### src/rtl/cpu_ctrl_pkg.sv
// rtl/cpu_ctrl_pkg.sv - shared types and constants for the control sequencer
package cpu_ctrl_pkg;

    // Sequencer states; T0..T5 are the fetch/execute control steps.
    typedef enum logic [2:0] {
        IDLE,
        T0,
        T1,
        T2,
        T3,
        T4,
        T5,
        HALT
    } state_t;

    // Opcodes live in ir[31:27].
    localparam logic [4:0] OP_LDI  = 5'b01000;
    localparam logic [4:0] OP_ADDI = 5'b01001;
    localparam logic [4:0] OP_ANDI = 5'b01010;
    localparam logic [4:0] OP_ORI  = 5'b01011;
    localparam logic [4:0] OP_HALT = 5'b11011;

    // One-hot ALU operation codes at the native 12-bit ALU width.
    localparam logic [11:0] ALU_ADD = 12'h001;
    localparam logic [11:0] ALU_AND = 12'h100;
    localparam logic [11:0] ALU_OR  = 12'h200;

endpackage

### src/rtl/control_sequencer_if.sv
// rtl/control_sequencer_if.sv - datapath control bundle between sequencer and datapath
// master: the sequencer (samples run/ir, drives every control strobe and status)
// slave : the datapath side (drives run/ir, observes controls and status)
interface control_sequencer_if #(
    parameter int ALU_W = 12,
    parameter int CNT_W = 16
);
    logic             run;
    logic [31:0]      ir;
    logic             PCout, MARin, IncPC, Zin, PCin, Zlowout;
    logic             MDRRead, MDRin, MDRout, IRin;
    logic             Gra, Grb, Grc, Rin_in, Rout_in, BAout, Yin, Cout;
    logic [ALU_W-1:0] ALUControl;
    logic             busy, done, illegal;
    logic [CNT_W-1:0] instr_count;

    modport master (
        input  run, ir,
        output PCout, MARin, IncPC, Zin, PCin, Zlowout,
        output MDRRead, MDRin, MDRout, IRin,
        output Gra, Grb, Grc, Rin_in, Rout_in, BAout, Yin, Cout,
        output ALUControl, busy, done, illegal, instr_count
    );

    modport slave (
        output run, ir,
        input  PCout, MARin, IncPC, Zin, PCin, Zlowout,
        input  MDRRead, MDRin, MDRout, IRin,
        input  Gra, Grb, Grc, Rin_in, Rout_in, BAout, Yin, Cout,
        input  ALUControl, busy, done, illegal, instr_count
    );
endinterface

### src/rtl/ctrl_decode.sv
// rtl/ctrl_decode.sv - combinational opcode classifier for the control sequencer
// op_i         : 5-bit opcode
// valid_o      : opcode is one of ldi/addi/andi/ori
// is_halt_o    : opcode is halt
// uses_baout_o : operand B comes from BAout (ldi) rather than Rout_in
// alu_code_o   : one-hot ALU operation for the execute step
module ctrl_decode
    import cpu_ctrl_pkg::*;
#(
    parameter int ALU_W = 12
) (
    input  logic [4:0]       op_i,
    output logic             valid_o,
    output logic             is_halt_o,
    output logic             uses_baout_o,
    output logic [ALU_W-1:0] alu_code_o
);

    always_comb begin
        valid_o      = 1'b0;
        is_halt_o    = 1'b0;
        uses_baout_o = 1'b0;
        alu_code_o   = '0;
        case (op_i)
            OP_LDI: begin
                valid_o      = 1'b1;
                uses_baout_o = 1'b1;
                alu_code_o   = ALU_W'(ALU_ADD);
            end
            OP_ADDI: begin
                valid_o    = 1'b1;
                alu_code_o = ALU_W'(ALU_ADD);
            end
            OP_ANDI: begin
                valid_o    = 1'b1;
                alu_code_o = ALU_W'(ALU_AND);
            end
            OP_ORI: begin
                valid_o    = 1'b1;
                alu_code_o = ALU_W'(ALU_OR);
            end
            OP_HALT: is_halt_o = 1'b1;
            default: ;
        endcase
    end

endmodule

### src/rtl/control_sequencer.sv
// rtl/control_sequencer.sv - hardwired fetch/execute sequencer, one control step per clock
// clk : rising-edge clock
// clr : synchronous active-low reset
// bus : master side of control_sequencer_if (run/ir in; control strobes,
//       ALUControl, busy, done, illegal, instr_count out)
module control_sequencer
    import cpu_ctrl_pkg::*;
#(
    parameter int MEM_WAIT = 0,
    parameter int ALU_W    = 12,
    parameter int CNT_W    = 16
) (
    input  logic                 clk,
    input  logic                 clr,
    control_sequencer_if.master  bus
);

    state_t           state_q, state_d;
    logic [3:0]       wcnt_q, wcnt_d;
    logic [4:0]       op_q, op_d;
    logic             illegal_q, illegal_d;
    logic [CNT_W-1:0] cnt_q, cnt_d;

    logic             dec_valid, dec_halt, dec_baout;
    logic [ALU_W-1:0] dec_alu;
    logic [4:0]       dec_op;
    logic             unused_ir;

    assign unused_ir = ^bus.ir[26:0];

    // A single decoder serves both steps: in T3 it classifies the live
    // opcode, afterwards it re-derives the ALU code from the latched op.
    assign dec_op = (state_q == T3) ? bus.ir[31:27] : op_q;

    ctrl_decode #(.ALU_W(ALU_W)) u_decode (
        .op_i         (dec_op),
        .valid_o      (dec_valid),
        .is_halt_o    (dec_halt),
        .uses_baout_o (dec_baout),
        .alu_code_o   (dec_alu)
    );

    always_ff @(posedge clk) begin
        if (!clr) begin
            state_q   <= IDLE;
            wcnt_q    <= '0;
            op_q      <= '0;
            illegal_q <= 1'b0;
            cnt_q     <= '0;
        end else begin
            state_q   <= state_d;
            wcnt_q    <= wcnt_d;
            op_q      <= op_d;
            illegal_q <= illegal_d;
            cnt_q     <= cnt_d;
        end
    end

    always_comb begin
        state_d   = state_q;
        wcnt_d    = wcnt_q;
        op_d      = op_q;
        illegal_d = illegal_q;
        cnt_d     = cnt_q;
        case (state_q)
            IDLE: if (bus.run) state_d = T0;
            T0: begin
                state_d = T1;
                wcnt_d  = '0;
            end
            T1: begin
                if (wcnt_q == 4'(MEM_WAIT)) state_d = T2;
                else                        wcnt_d  = wcnt_q + 4'd1;
            end
            T2: state_d = T3;
            T3: begin
                op_d = bus.ir[31:27];
                if (dec_valid) begin
                    state_d = T4;
                end else begin
                    // halt and unknown opcodes both park; only unknown traps.
                    state_d = HALT;
                    if (!dec_halt) illegal_d = 1'b1;
                end
            end
            T4: state_d = T5;
            T5: begin
                if (cnt_q != '1) cnt_d = cnt_q + 1'b1;
                state_d = bus.run ? T0 : IDLE;
            end
            HALT: state_d = HALT;
            default: state_d = IDLE;
        endcase
    end

    always_comb begin
        bus.PCout      = 1'b0;
        bus.MARin      = 1'b0;
        bus.IncPC      = 1'b0;
        bus.Zin        = 1'b0;
        bus.PCin       = 1'b0;
        bus.Zlowout    = 1'b0;
        bus.MDRRead    = 1'b0;
        bus.MDRin      = 1'b0;
        bus.MDRout     = 1'b0;
        bus.IRin       = 1'b0;
        bus.Gra        = 1'b0;
        bus.Grb        = 1'b0;
        bus.Grc        = 1'b0;
        bus.Rin_in     = 1'b0;
        bus.Rout_in    = 1'b0;
        bus.BAout      = 1'b0;
        bus.Yin        = 1'b0;
        bus.Cout       = 1'b0;
        bus.ALUControl = '0;
        bus.busy       = 1'b0;
        bus.done       = 1'b0;
        case (state_q)
            T0: begin
                bus.busy  = 1'b1;
                bus.PCout = 1'b1;
                bus.MARin = 1'b1;
                bus.IncPC = 1'b1;
                bus.Zin   = 1'b1;
            end
            T1: begin
                bus.busy    = 1'b1;
                bus.MDRRead = 1'b1;
                bus.MDRin   = 1'b1;
                // The incremented PC is written back only once per fetch.
                if (wcnt_q == 4'd0) begin
                    bus.PCin    = 1'b1;
                    bus.Zlowout = 1'b1;
                end
            end
            T2: begin
                bus.busy   = 1'b1;
                bus.MDRout = 1'b1;
                bus.IRin   = 1'b1;
            end
            T3: begin
                bus.busy = 1'b1;
                if (dec_valid) begin
                    bus.Grb     = 1'b1;
                    bus.Yin     = 1'b1;
                    bus.BAout   = dec_baout;
                    bus.Rout_in = !dec_baout;
                end
            end
            T4: begin
                bus.busy       = 1'b1;
                bus.Cout       = 1'b1;
                bus.Zin        = 1'b1;
                bus.ALUControl = dec_alu;
            end
            T5: begin
                bus.busy    = 1'b1;
                bus.Zlowout = 1'b1;
                bus.Gra     = 1'b1;
                bus.Rin_in  = 1'b1;
                bus.done    = 1'b1;
            end
            default: ;
        endcase
    end

    assign bus.illegal     = illegal_q;
    assign bus.instr_count = cnt_q;

endmodule
### src/flat_wrapper.sv
// flat-port wrapper written by rule: the top's interface ports become plain ports
module control_sequencer_flat import cpu_ctrl_pkg::*;
#(
    parameter int MEM_WAIT = 0,
    parameter int ALU_W    = 12,
    parameter int CNT_W    = 16
)
  (clk, clr, bus_run, bus_ir, bus_PCout, bus_MARin, bus_IncPC, bus_Zin, bus_PCin, bus_Zlowout, bus_MDRRead, bus_MDRin, bus_MDRout, bus_IRin, bus_Gra, bus_Grb, bus_Grc, bus_Rin_in, bus_Rout_in, bus_BAout, bus_Yin, bus_Cout, bus_ALUControl, bus_busy, bus_done, bus_illegal, bus_instr_count);
  control_sequencer_if #(.ALU_W(ALU_W), .CNT_W(CNT_W)) bus_i ();
  input  logic clk;
  input  logic clr;
  input wire logic [$bits(bus_i.run)-1:0] bus_run;
  input wire logic [$bits(bus_i.ir)-1:0] bus_ir;
  output wire logic [$bits(bus_i.PCout)-1:0] bus_PCout;
  output wire logic [$bits(bus_i.MARin)-1:0] bus_MARin;
  output wire logic [$bits(bus_i.IncPC)-1:0] bus_IncPC;
  output wire logic [$bits(bus_i.Zin)-1:0] bus_Zin;
  output wire logic [$bits(bus_i.PCin)-1:0] bus_PCin;
  output wire logic [$bits(bus_i.Zlowout)-1:0] bus_Zlowout;
  output wire logic [$bits(bus_i.MDRRead)-1:0] bus_MDRRead;
  output wire logic [$bits(bus_i.MDRin)-1:0] bus_MDRin;
  output wire logic [$bits(bus_i.MDRout)-1:0] bus_MDRout;
  output wire logic [$bits(bus_i.IRin)-1:0] bus_IRin;
  output wire logic [$bits(bus_i.Gra)-1:0] bus_Gra;
  output wire logic [$bits(bus_i.Grb)-1:0] bus_Grb;
  output wire logic [$bits(bus_i.Grc)-1:0] bus_Grc;
  output wire logic [$bits(bus_i.Rin_in)-1:0] bus_Rin_in;
  output wire logic [$bits(bus_i.Rout_in)-1:0] bus_Rout_in;
  output wire logic [$bits(bus_i.BAout)-1:0] bus_BAout;
  output wire logic [$bits(bus_i.Yin)-1:0] bus_Yin;
  output wire logic [$bits(bus_i.Cout)-1:0] bus_Cout;
  output wire logic [$bits(bus_i.ALUControl)-1:0] bus_ALUControl;
  output wire logic [$bits(bus_i.busy)-1:0] bus_busy;
  output wire logic [$bits(bus_i.done)-1:0] bus_done;
  output wire logic [$bits(bus_i.illegal)-1:0] bus_illegal;
  output wire logic [$bits(bus_i.instr_count)-1:0] bus_instr_count;
  assign bus_i.run = bus_run;
  assign bus_i.ir = bus_ir;
  assign bus_PCout = bus_i.PCout;
  assign bus_MARin = bus_i.MARin;
  assign bus_IncPC = bus_i.IncPC;
  assign bus_Zin = bus_i.Zin;
  assign bus_PCin = bus_i.PCin;
  assign bus_Zlowout = bus_i.Zlowout;
  assign bus_MDRRead = bus_i.MDRRead;
  assign bus_MDRin = bus_i.MDRin;
  assign bus_MDRout = bus_i.MDRout;
  assign bus_IRin = bus_i.IRin;
  assign bus_Gra = bus_i.Gra;
  assign bus_Grb = bus_i.Grb;
  assign bus_Grc = bus_i.Grc;
  assign bus_Rin_in = bus_i.Rin_in;
  assign bus_Rout_in = bus_i.Rout_in;
  assign bus_BAout = bus_i.BAout;
  assign bus_Yin = bus_i.Yin;
  assign bus_Cout = bus_i.Cout;
  assign bus_ALUControl = bus_i.ALUControl;
  assign bus_busy = bus_i.busy;
  assign bus_done = bus_i.done;
  assign bus_illegal = bus_i.illegal;
  assign bus_instr_count = bus_i.instr_count;
  control_sequencer #(.MEM_WAIT(MEM_WAIT), .ALU_W(ALU_W), .CNT_W(CNT_W)) u_core (.clk(clk), .clr(clr), .bus(bus_i));
endmodule
### config.mk
export PLATFORM = sky130hd
export DESIGN_NAME = control_sequencer_flat
export DESIGN_NICKNAME = d
export VERILOG_FILES = /design/src/rtl/cpu_ctrl_pkg.sv /design/src/rtl/control_sequencer_if.sv /design/src/rtl/ctrl_decode.sv /design/src/rtl/control_sequencer.sv /design/src/flat_wrapper.sv
export SDC_FILE = /design/constraint.sdc
export NUM_CORES = 1
export LEC_CHECK = 0
export BUFFER_PORTS_ARGS = -buffer_cell sky130_fd_sc_hd__buf_4
export CAP_MARGIN = 20
export CORE_UTILIZATION = 46
export DETAILED_ROUTE_END_ITERATION = 7
export PLACE_DENSITY = 0.85
export SLEW_MARGIN = 20
export SYNTH_ARGS = -nofsm -noshare
export SYNTH_HDL_FRONTEND = slang
export SYNTH_SLANG_ARGS = --single-unit
### constraint.sdc
create_clock -name clk -period 1.75 [get_ports clk]
set_input_delay 0.175 -clock clk [delete_from_list [all_inputs] [get_ports clk]]
set_output_delay 0.175 -clock clk [all_outputs]
set_load 0.02 [all_outputs]
[Word-level counts from Yosys, hierarchy flattened]
Cells that the tools add are included.
Word-level totals
  register bits: 29
  bits of input ports: 35
  output and inout port bits: 49
  word-level logic and storage cells: 66
Operators by class
  add/subtract/negate cells: 2
  equality and inequality tests: 16
  multiplexer cells: 29
  bitwise gates (word level): 2
  reduce and logical (&&, ||, !) cells: 12
Operators by type and width (count)
  $pmux W10 S3: 1
  $pmux W3 S8: 1
  $eq A5 B4 Y1 const B: 4
  $mux W1: 19
  $add A16 B1 Y16 const B: 1
  $ne A16 B16 Y1 const B: 1
  $eq A3 B3 Y1 const B: 4
  $mux W10: 1
  $pmux W4 S2: 1
  $eq A3 B2 Y1 const B: 2
  $mux W3: 2
  $reduce_and A2 Y1: 3
  $reduce_or A6 Y1: 1
  $eq A5 B5 Y1 const B: 1
  $mux W5: 1
  $add A4 B1 Y4 const B: 1
  $logic_not A4 Y1: 1
  $mux W4: 1
  $ne A2 B2 Y1 const B: 2
  $reduce_or A2 Y1: 2
  $reduce_or A4 Y1: 1
  $eq A3 B1 Y1 const B: 1
  $logic_not A3 Y1: 1
  $reduce_and A3 Y1: 1
  6 further kinds: 7

[Logic depth before layout (Yosys ltp)]
Gate-level depths: netlist of run 1.
  depth after elaboration: 7
  mapped depth: 6
  depth with buffers taken out: 6

[Cells and area by module]
Synthesis of run 1 repeated with hierarchy kept, for this count alone.
Unflattened totals
  cell total of the unflattened synthesis: 224
  area, all modules: 1828.0 um2
By module, submodules not included
  control_sequencer: times used 1, cells each 205, area each 1700.4 um2, seq. area each 580.6 um2
  ctrl_decode: times used 1, cells each 19, area each 127.6 um2, seq. area each 0.0 um2

[Worst setup path before layout of run 1]
OpenSTA, ideal clock, no wires.
  path kind: reg2out
  from: register with a tool-made name
  to: output port bus_BAout
  arrival: 1526 ps
  required time: 1575 ps
  setup slack: 49 ps
  cell stages (with the launch flop): 5
  path buffers: 1
  cell sequence: dfxtp_1 > clkbuf_1 > nor3b_2 > nand2_1 > nor3_1
RTL lines
  end, declared: RTL line flat_wrapper.sv:29  | output wire logic [$bits(bus_i.BAout)-1:0] bus_BAout;

[Worst setup path after layout of run 1]
  from: register u_core.wcnt_q[0]
  to: output port bus_Zlowout
On the way
  word-level cells in the longest chain between the ends: 3
RTL lines
  start, declared: RTL line control_sequencer.sv:19  | logic [3:0] wcnt_q, wcnt_d;
  start signal, assigned: RTL line control_sequencer.sv:52  | wcnt_q <= wcnt_d;
  $logic_not A4 Y1: RTL line control_sequencer.sv:131  | if (wcnt_q == 4'd0) begin
  $mux W1: RTL line control_sequencer.sv:131
  $pmux W1 S2: RTL line control_sequencer.sv:118  | case (state_q)
  end, declared: RTL line flat_wrapper.sv:19  | output wire logic [$bits(bus_i.Zlowout)-1:0] bus_Zlowout;
No other way between the ends.

==> results of run 1 <==
cell families (layout without fill, tap and decap cells):
group	after synthesis	after routing
buf+inv	37	76
mux	9	9
flops	29	29
simple gates	104	104
fa+ha+maj	3	3
other cells	1	10
compound gates	41	41
stage by stage:
step                      instances  power [mW]  worst slack [ps]
after detailed placement        313       0.940              54.0
final                           320        1.49              49.7
after global routing            320        1.54             -31.8
after global placement          313       0.935              87.7
after CTS                       320        1.49              12.1
after floorplan                 233       0.879              49.1
power by group through the flow:
stage / Combinational (mW) / Sequential (mW) / Clock, mW
3_5_place_dp: 0.234 / 0.706 / 0
5_1_grt: 0.261 / 0.697 / 0.585
2_1_floorplan: 0.186 / 0.694 / 0
3_3_place_gp: 0.229 / 0.706 / 0
4_1_cts: 0.236 / 0.693 / 0.560
6_report: 0.243 / 0.694 / 0.551
routing by layer:
metal,vias to the layer above,share of wire (%),track usage (%)
met2,41,50,32.8
met3,5,4.0,5.07
met4,0,1.1,6.82
met5,-,0,0
met1,779,45,21.2
li1,856,-,-
flip-flops by register name, indices dropped and copies added (netlist names), named ones only:
register	cells
u_core.bus.illegal	1
u_core.wcnt_q	4
u_core.bus.instr_count	16
u_core.op_q	5
u_core.state_q	2
worst max-delay path: stages, from the launching register on:
cell     delay (ps)
dfxtp_2         320
inv_1            70
ha_1            160
or3b_4          430
o21ai_2         130
buf_4           150
cell usage after synthesis, types with 2 or more instances:
master / number
dfxtp_1: 29
nand2_1: 29
a21oi_1: 22
buf_4: 18
nor2_1: 14
nand2b_1: 11
nand3_1: 10
mux2i_1: 9
inv_1: 8
clkbuf_1: 6
o21ai_0: 6
nor4_1: 5
o31ai_1: 4
or4_1: 4
and3_1: 3
ha_1: 3
nand4_1: 3
nor3_1: 3
or3_1: 3
and2_1: 2
and2b_1: 2
buf_2: 2
nor3b_1: 2
or3b_2: 2
worst min path at each step:
stage	startpoint	to	depth (start not counted)
floorplan	bus_ir[29]	u_core.op_q[2]$_SDFF_PN0_	2
global placement	bus_ir[29]	u_core.op_q[2]$_SDFF_PN0_	3
detailed placement	bus_ir[29]	u_core.op_q[2]$_SDFF_PN0_	3
CTS	bus_ir[29]	u_core.op_q[2]$_SDFF_PN0_	3
global route	bus_ir[30]	u_core.op_q[3]$_SDFF_PN0_	3
finish	bus_ir[27]	u_core.op_q[0]$_SDFF_PN0_	3
final cells by class:
cell class,instances,area (µm²)
clock buffer,7,86.3
fill,319,1410
inverter,10,37.5
multi-input combinational,167,1040
sequential,29,589
tap,48,60.1
timing repair buffer,59,443
repair_timing:
item                                    CTS  global route
cloned                                    0             0
endpoints found under the setup margin    4            14
pin swaps                                 0             2
gates resized for setup                   6            13
endpoints found under the hold margin     0             0
==> results.md, run 1 <==
- Leakage: 0.942 nW
- FFs w/ async S/R, synth: 0%
- Htree depth: 2
- ANT cells: 0
- Sequential area share after synthesis: 33.2%
- Commonest non-fill, non-tap cell in the layout: buf_4
- Int Pwr: 1.08 mW
- Commonest non-fill, non-tap cells in the layout: buf_4 (59), nand2_1 (29), dfxtp_1 (24), a21oi_1 (20), nor2_1 (13)
- CTS Sinks: 29
- Core area: 0.00366 mm²
- Clock root cell: clkbuf_8
- Nature of the critical path endpoint: primary output
- Vias in the first global route: 1397
- Clk buf depth: 2
- Layout Utilization: 61.6%
- Setup TNS: 0 ps
- Worst setup SP type: register
- Clock-pin transition on the worst setup and hold timing paths: 60 ps
- Net switching power: 405 µW
- Combinational family with the most area after synthesis: simple AND/OR/NAND/NOR gates
- Area Growth Syn to Fin: 28.9%
- Status: completed
- Final setup viols: 0
- Area contributors post-synth: dfxtp_1 (33%), buf_4 (7.7%), a21oi_1 (6.3%)
- First-pass GRT wire length: 5.89 mm
- Syn_area_per_cell: 7.81 µm²
- CP arrival: 1530 ps
- Peak Freq: 588 MHz
- Design area: 0.00225 mm²
- Final hold slack: 161 ps
- Drt first pass iters: 4
- Simple-gate share of the synthesized area: 33.0%
- R2r startpoint: u_core.wcnt_q[0]$_SDFFE_PN0P_
- Largest net degree at the start of global routing: 21
- #FFs+latches synth: 29
- Netlist cell types: 48
- Clk Latency, worst-skew pair: 270 ps
- Grt total ovfl: 0
- Final Hold Fails: 0
- # IOs: 84
- Required @ worst endpoint: 1570 ps
- Die H: 63.7 µm
- DP HPWL: 2.71 mm
- Initial antenna violation count: 0
- FF-to-FF End: u_core.wcnt_q[1]$_SDFFE_PN0P_
- Total Routing Usage GR: 18.6%
- Compound-Gate Fraction of Synth Area: 13.9%
- Synth area leader: dfxtp_1
- Setup Crit Path Kind: register to primary output
- CP Max Fanout: 5
- Top FF cell, synth: dfxtp_1
- # rows: 22
- Adder-cell share of the synthesized area: 2.15%
- Number of synthesized flops with an enable pin: 0
- Post-CTS Setup Inserts: 0
- CP endpoint: bus_Zlowout
- Detailed Route WL: 3.78 mm
- DRT antenna net count: 0
- Post-Synth XOR/XNOR Area: 0%
- DR vias: 1681
- Mux share of post-synthesis cell area: 5.15%
- Combinational share of power: 16.3%
- WL per Instance: 11.8 µm
- Num CTS Buffers: 5
- IO buf count: 46
- Starting Density: 47.8%
- Max IR drop VDD: 513 µV
- CTS tree: done
- Pwr dens: 660 mW/mm²
- Slew Viols, Final: 0
- Switching power share of the total: 27.2%
- Skew final: 1.82 ps
- Worst hold path class: input port to register
- RD Place Congestion: 0.839
- Layout cells sized above 1: 32.0%
- Clock share of power: 37.0%
- Warnings, synthesis: 0
- Post-DR vias/cell: 5.25
- Reg2Reg Depth: 6
- DP Area: 0.00211 mm²
- Final min period: 1700 ps
- DRC violations left: 0
- Top cell type's share of synthesized area: 33.2%
- Critical path origin: u_core.wcnt_q[0]$_SDFFE_PN0P_
- Post-layout net count: 310
- Max_cap viols: 0
- Final worst-path cycle share: 97.2%
- Cell Area, Synth: 0.00175 mm²
- Area of the die: 0.00405 mm²
- Seq pwr share: 46.7%
- Mapped Cells: 224
- Die Wd: 63.7 µm
- Cts hold-fix bufs: 0
- Initial DRC count: 83
- Reg2Reg Setup Slack: 70 ps
(Power assumes the default switching activity.)
==> run 2, diff against run 1 <==
--- a/config.mk
+++ b/config.mk
@@ -7,10 +7,12 @@
 export LEC_CHECK = 0
 export BUFFER_PORTS_ARGS = -buffer_cell sky130_fd_sc_hd__buf_4
 export CAP_MARGIN = 20
-export CORE_UTILIZATION = 46
+export CORE_UTILIZATION = 47
+export CTS_CLUSTER_SIZE = 8
 export DETAILED_ROUTE_END_ITERATION = 7
 export PLACE_DENSITY = 0.85
 export SLEW_MARGIN = 20
 export SYNTH_ARGS = -nofsm -noshare
 export SYNTH_HDL_FRONTEND = slang
+export SYNTH_HIERARCHICAL = 1
 export SYNTH_SLANG_ARGS = --single-unit
==> run 2 against run 1 <==
  * Clock skew increased by 2.4 ps
  * Clock-buffer cell count is the same
  * Register-to-register slack got worse by 280 ps
  * The flow now finishes with violations (negative setup slack)
  * Critical path depth is 2 higher
  * Hold slack improved by 25 ps
  * First-iteration DRC count fell by 28%
  * Die area grew 2.2%
  * Sequential share of layout area decreased by 3.0 points
==> results.md, run 2 <==
- Status: finished with violations
- Failing checks: negative setup slack
- Leakage: 1.15 nW (+22%)
- Starting Density: 49.6% (+1.8 points)
- Syn_area_per_cell: 8.16 µm² (+4.5%)
- # IOs: 84 (unchanged)
- Core area: 0.00369 mm² (+0.75%)
- RD Place Congestion: 0.805 (-4.0%)
- Worst hold path class: input port to register
- Largest net degree at the start of global routing: 26 (+24%)
- Setup slack after layout: -603 ps (-652 ps)
- Required @ worst endpoint: 1570 ps (about the same)
- Initial DRC count: 60 (-28%)
- #FFs+latches synth: 29 (unchanged)
- Skew final: 4.26 ps (+2.44 ps)
- First-pass GRT wire length: 7.13 mm (+21%)
- Pwr dens: 616 mW/mm² (-6.7%)
- Post-layout net count: 323 (+4.2%)
- Commonest non-fill, non-tap cells in the layout: buf_4 (67), dfxtp_1 (25), nand2_1 (21), a21oi_1 (17), nor2_1 (11)
- Compound-Gate Fraction of Synth Area: 11.5% (-2.4 points)
- CP cell instances: nor3b_4 > mux2_4 > or3b_4 > inv_2 > and2_4 > nor2b_4 > buf_6
- Clock-pin transition on the worst setup and hold timing paths: 60 ps (about the same)
- Die H: 64.4 µm (+1.1%)
- DRT antenna net count: 0 (unchanged)
- Max stage delay cell, worst path: or3b_4
- Largest register FFs: 16 (unchanged)
- Post-DR vias/cell: 5.27 (+0.37%)
- Final Hold Fails: 0 (unchanged)
- Post-Synth XOR/XNOR Area: 0.958% (+0.96 points)
- Slowest stage delay, CP: 450 ps (+20 ps)
- Top FF cell, synth: dfxtp_1
- Total Routing Usage GR: 22.1% (+3.4 points)
- Detailed Route WL: 4.25 mm (+12%)
- Clk Latency, worst-skew pair: 280 ps (about the same)
- Synth top cells by count: dfxtp_1 (29), nand2_1 (22), a21oi_1 (18), buf_4 (17), and3_1 (13)
- Htree depth: 2 (unchanged)
- Fin cells: 334 (+4.4%)
- Die Wd: 64.4 µm (+1.1%)
- Nature of the critical path endpoint: primary output
- DRC violations left: 0 (unchanged)
- Max IR drop VDD: 374 µV (-27%)
- Area Growth Syn to Fin: 38.5%
- # rows: 22 (unchanged)
- Area of the die: 0.00414 mm² (+2.2%)
- CTS Sinks: 29 (unchanged)
- Mux share of post-synthesis cell area: 7.46% (+2.3 points)
- WL per Instance: 12.7 µm (+7.7%)
- Drt first pass iters: 4 (unchanged)
- Setup Crit Path Kind: register to primary output
- Number of synthesized flops with an enable pin: 0 (unchanged)
- CP Max Fanout: 5 (unchanged)
- Simple-gate share of the synthesized area: 34.8% (+1.8 points)
- RSZ-0062 raised after global routing: yes
- Vias in the first global route: 1662 (+19%)
- Grt total ovfl: 0 (unchanged)
- Final hold slack: 185 ps (+24.6 ps)
- Final setup viols: 11 (+11)
- Cell Area, Synth: 0.00183 mm² (+4.5%)
- Top cell type's share of synthesized area: 31.8% (-1.4 points)
- Cts hold-fix bufs: 0 (unchanged)
- Netlist cell types: 50 (+4.2%)
- Mapped Cells: 224 (unchanged)
- Max_cap viols: 0 (unchanged)
- Commonest non-fill, non-tap cell in the layout: buf_4
- Worst setup SP type: register
- CTS tree: done
- Clk buf depth: 2 (unchanged)
- ANT cells: 0 (unchanged)
- Post-Place Cells: 321 (+2.6%)
- Num CTS Buffers: 5 (unchanged)
- IO buf count: 46 (unchanged)
- Fill cells: 302 (-5.3%)
- Area contributors post-synth: dfxtp_1 (32%), buf_4 (7.0%), a21oi_1 (4.9%)
- Final min period: 2350 ps (+652 ps)
- FFs w/ async S/R, synth: 0% (unchanged)
- Warnings, synthesis: 6 (+6)
- DR vias: 1761 (+4.8%)
- Final worst-path cycle share: 134% (+37 points)
- Clock root cell: clkbuf_8
- Peak Freq: 425 MHz (-28%)
- Initial antenna violation count: 0 (unchanged)
- Setup TNS: -4480 ps (-4480 ps)
- Layout cells sized above 1: 41.3% (+9.3 points)
- Combinational family with the most area after synthesis: simple AND/OR/NAND/NOR gates
- Slew Viols, Final: 0 (unchanged)
- Adder-cell share of the synthesized area: 2.05% (-0.093 points)
- Most common cell in the synthesized netlist: dfxtp_1
- DP HPWL: 3.01 mm (+11%)
- Synth area leader: dfxtp_1
- CP arrival: 2180 ps (+650 ps)
- Sequential area share after synthesis: 31.8% (-1.4 points)
==> run 2: metal layers <==
metal  up-vias  GRT usage (%)  wire length [µm]
met1       809           23.3              1780
met2        53           40.0              2170
met4         0           10.6                98
met3        11           5.89               205
li1        888              -                 -
met5         -              0                 0
==> run 2: kinds of logic (layout without fill, tap and decap cells) <==
group                    count (synthesis)  count (layout)
AND/OR/NAND/NOR                        104             104
buffers and inverters                   36              90
AO/OA/AOI/OAI                           35              35
flip-flops                              29              29
multiplexers                            13              13
adder cells (fa/ha/maj)                  3               3
other                                    2              10
XOR/XNOR                                 2               2
==> run 2: area by class of cell <==
cell class	count	area [µm²]	share of cell area, %
multi-input cells	167	1170	46.3
flip-flops and latches	29	586	23.1
repair buffers	74	582	23.0
clock buffers	7	96.3	3.80
well taps	48	60.1	2.37
inverters	8	30.0	1.19
clock inverters	1	5.00	0.198
==> run 2: through the flow <==
stage / setup WS (ps) / power, mW / cell area (µm²) / utilization (%)
2_1_floorplan: -441 / 0.885 / 1920 / -
3_3_place_gp: -276 / 0.958 / 2320 / 62.9
3_5_place_dp: -325 / 0.964 / 2320 / 62.9
4_1_cts: -610 / 1.57 / 2490 / 67.5
5_1_grt: -714 / 1.63 / 2530 / 68.7
6_report: -603 / 1.56 / 2530 / 68.7
==> run 2: report_power, final <==
part           switching (mW)  total, mW  internal, mW  leakage (nW)
sequential            0.00727      0.679         0.672         0.236
combinational           0.154      0.275         0.121         0.856
clock                   0.251      0.605         0.355        0.0542
==> run 2: critical path, delay by kind of cell (launching register included) <==
family	cells	cell delay [ps]
mux	1	340
buf+inv	2	210
flops	1	330
simple gates	4	1020
==> run 2: final timing paths <==
| kind | end | cells after the start | slack (ps) | from |
|---|---|---|---|---|
| setup / recovery | bus_Rout_in | 7 | -600 | u_core/state_q[0]$_SDFFE_PN0P_ |
| hold / removal | u_core/state_q[0]$_SDFFE_PN0P_ | 2 | 190 | bus_run |
| setup reg to reg | u_core/state_q[1]$_SDFFE_PN0P_ | 8 | -210 | u_core/state_q[0]$_SDFFE_PN0P_ |
| hold reg to reg | u_core/bus.instr_count[15]$_SDFFE_PN0P_ | 2 | 500 | u_core/bus.instr_count[15]$_SDFFE_PN0P_ |
==> run 2: timing repair <==
item / CTS / global route
resized for setup: 13 / 7
pin swaps: 4 / 1
buffers inserted: 5 / 1
cloned: 0 / 0
endpoints found under the setup margin: 13 / 17
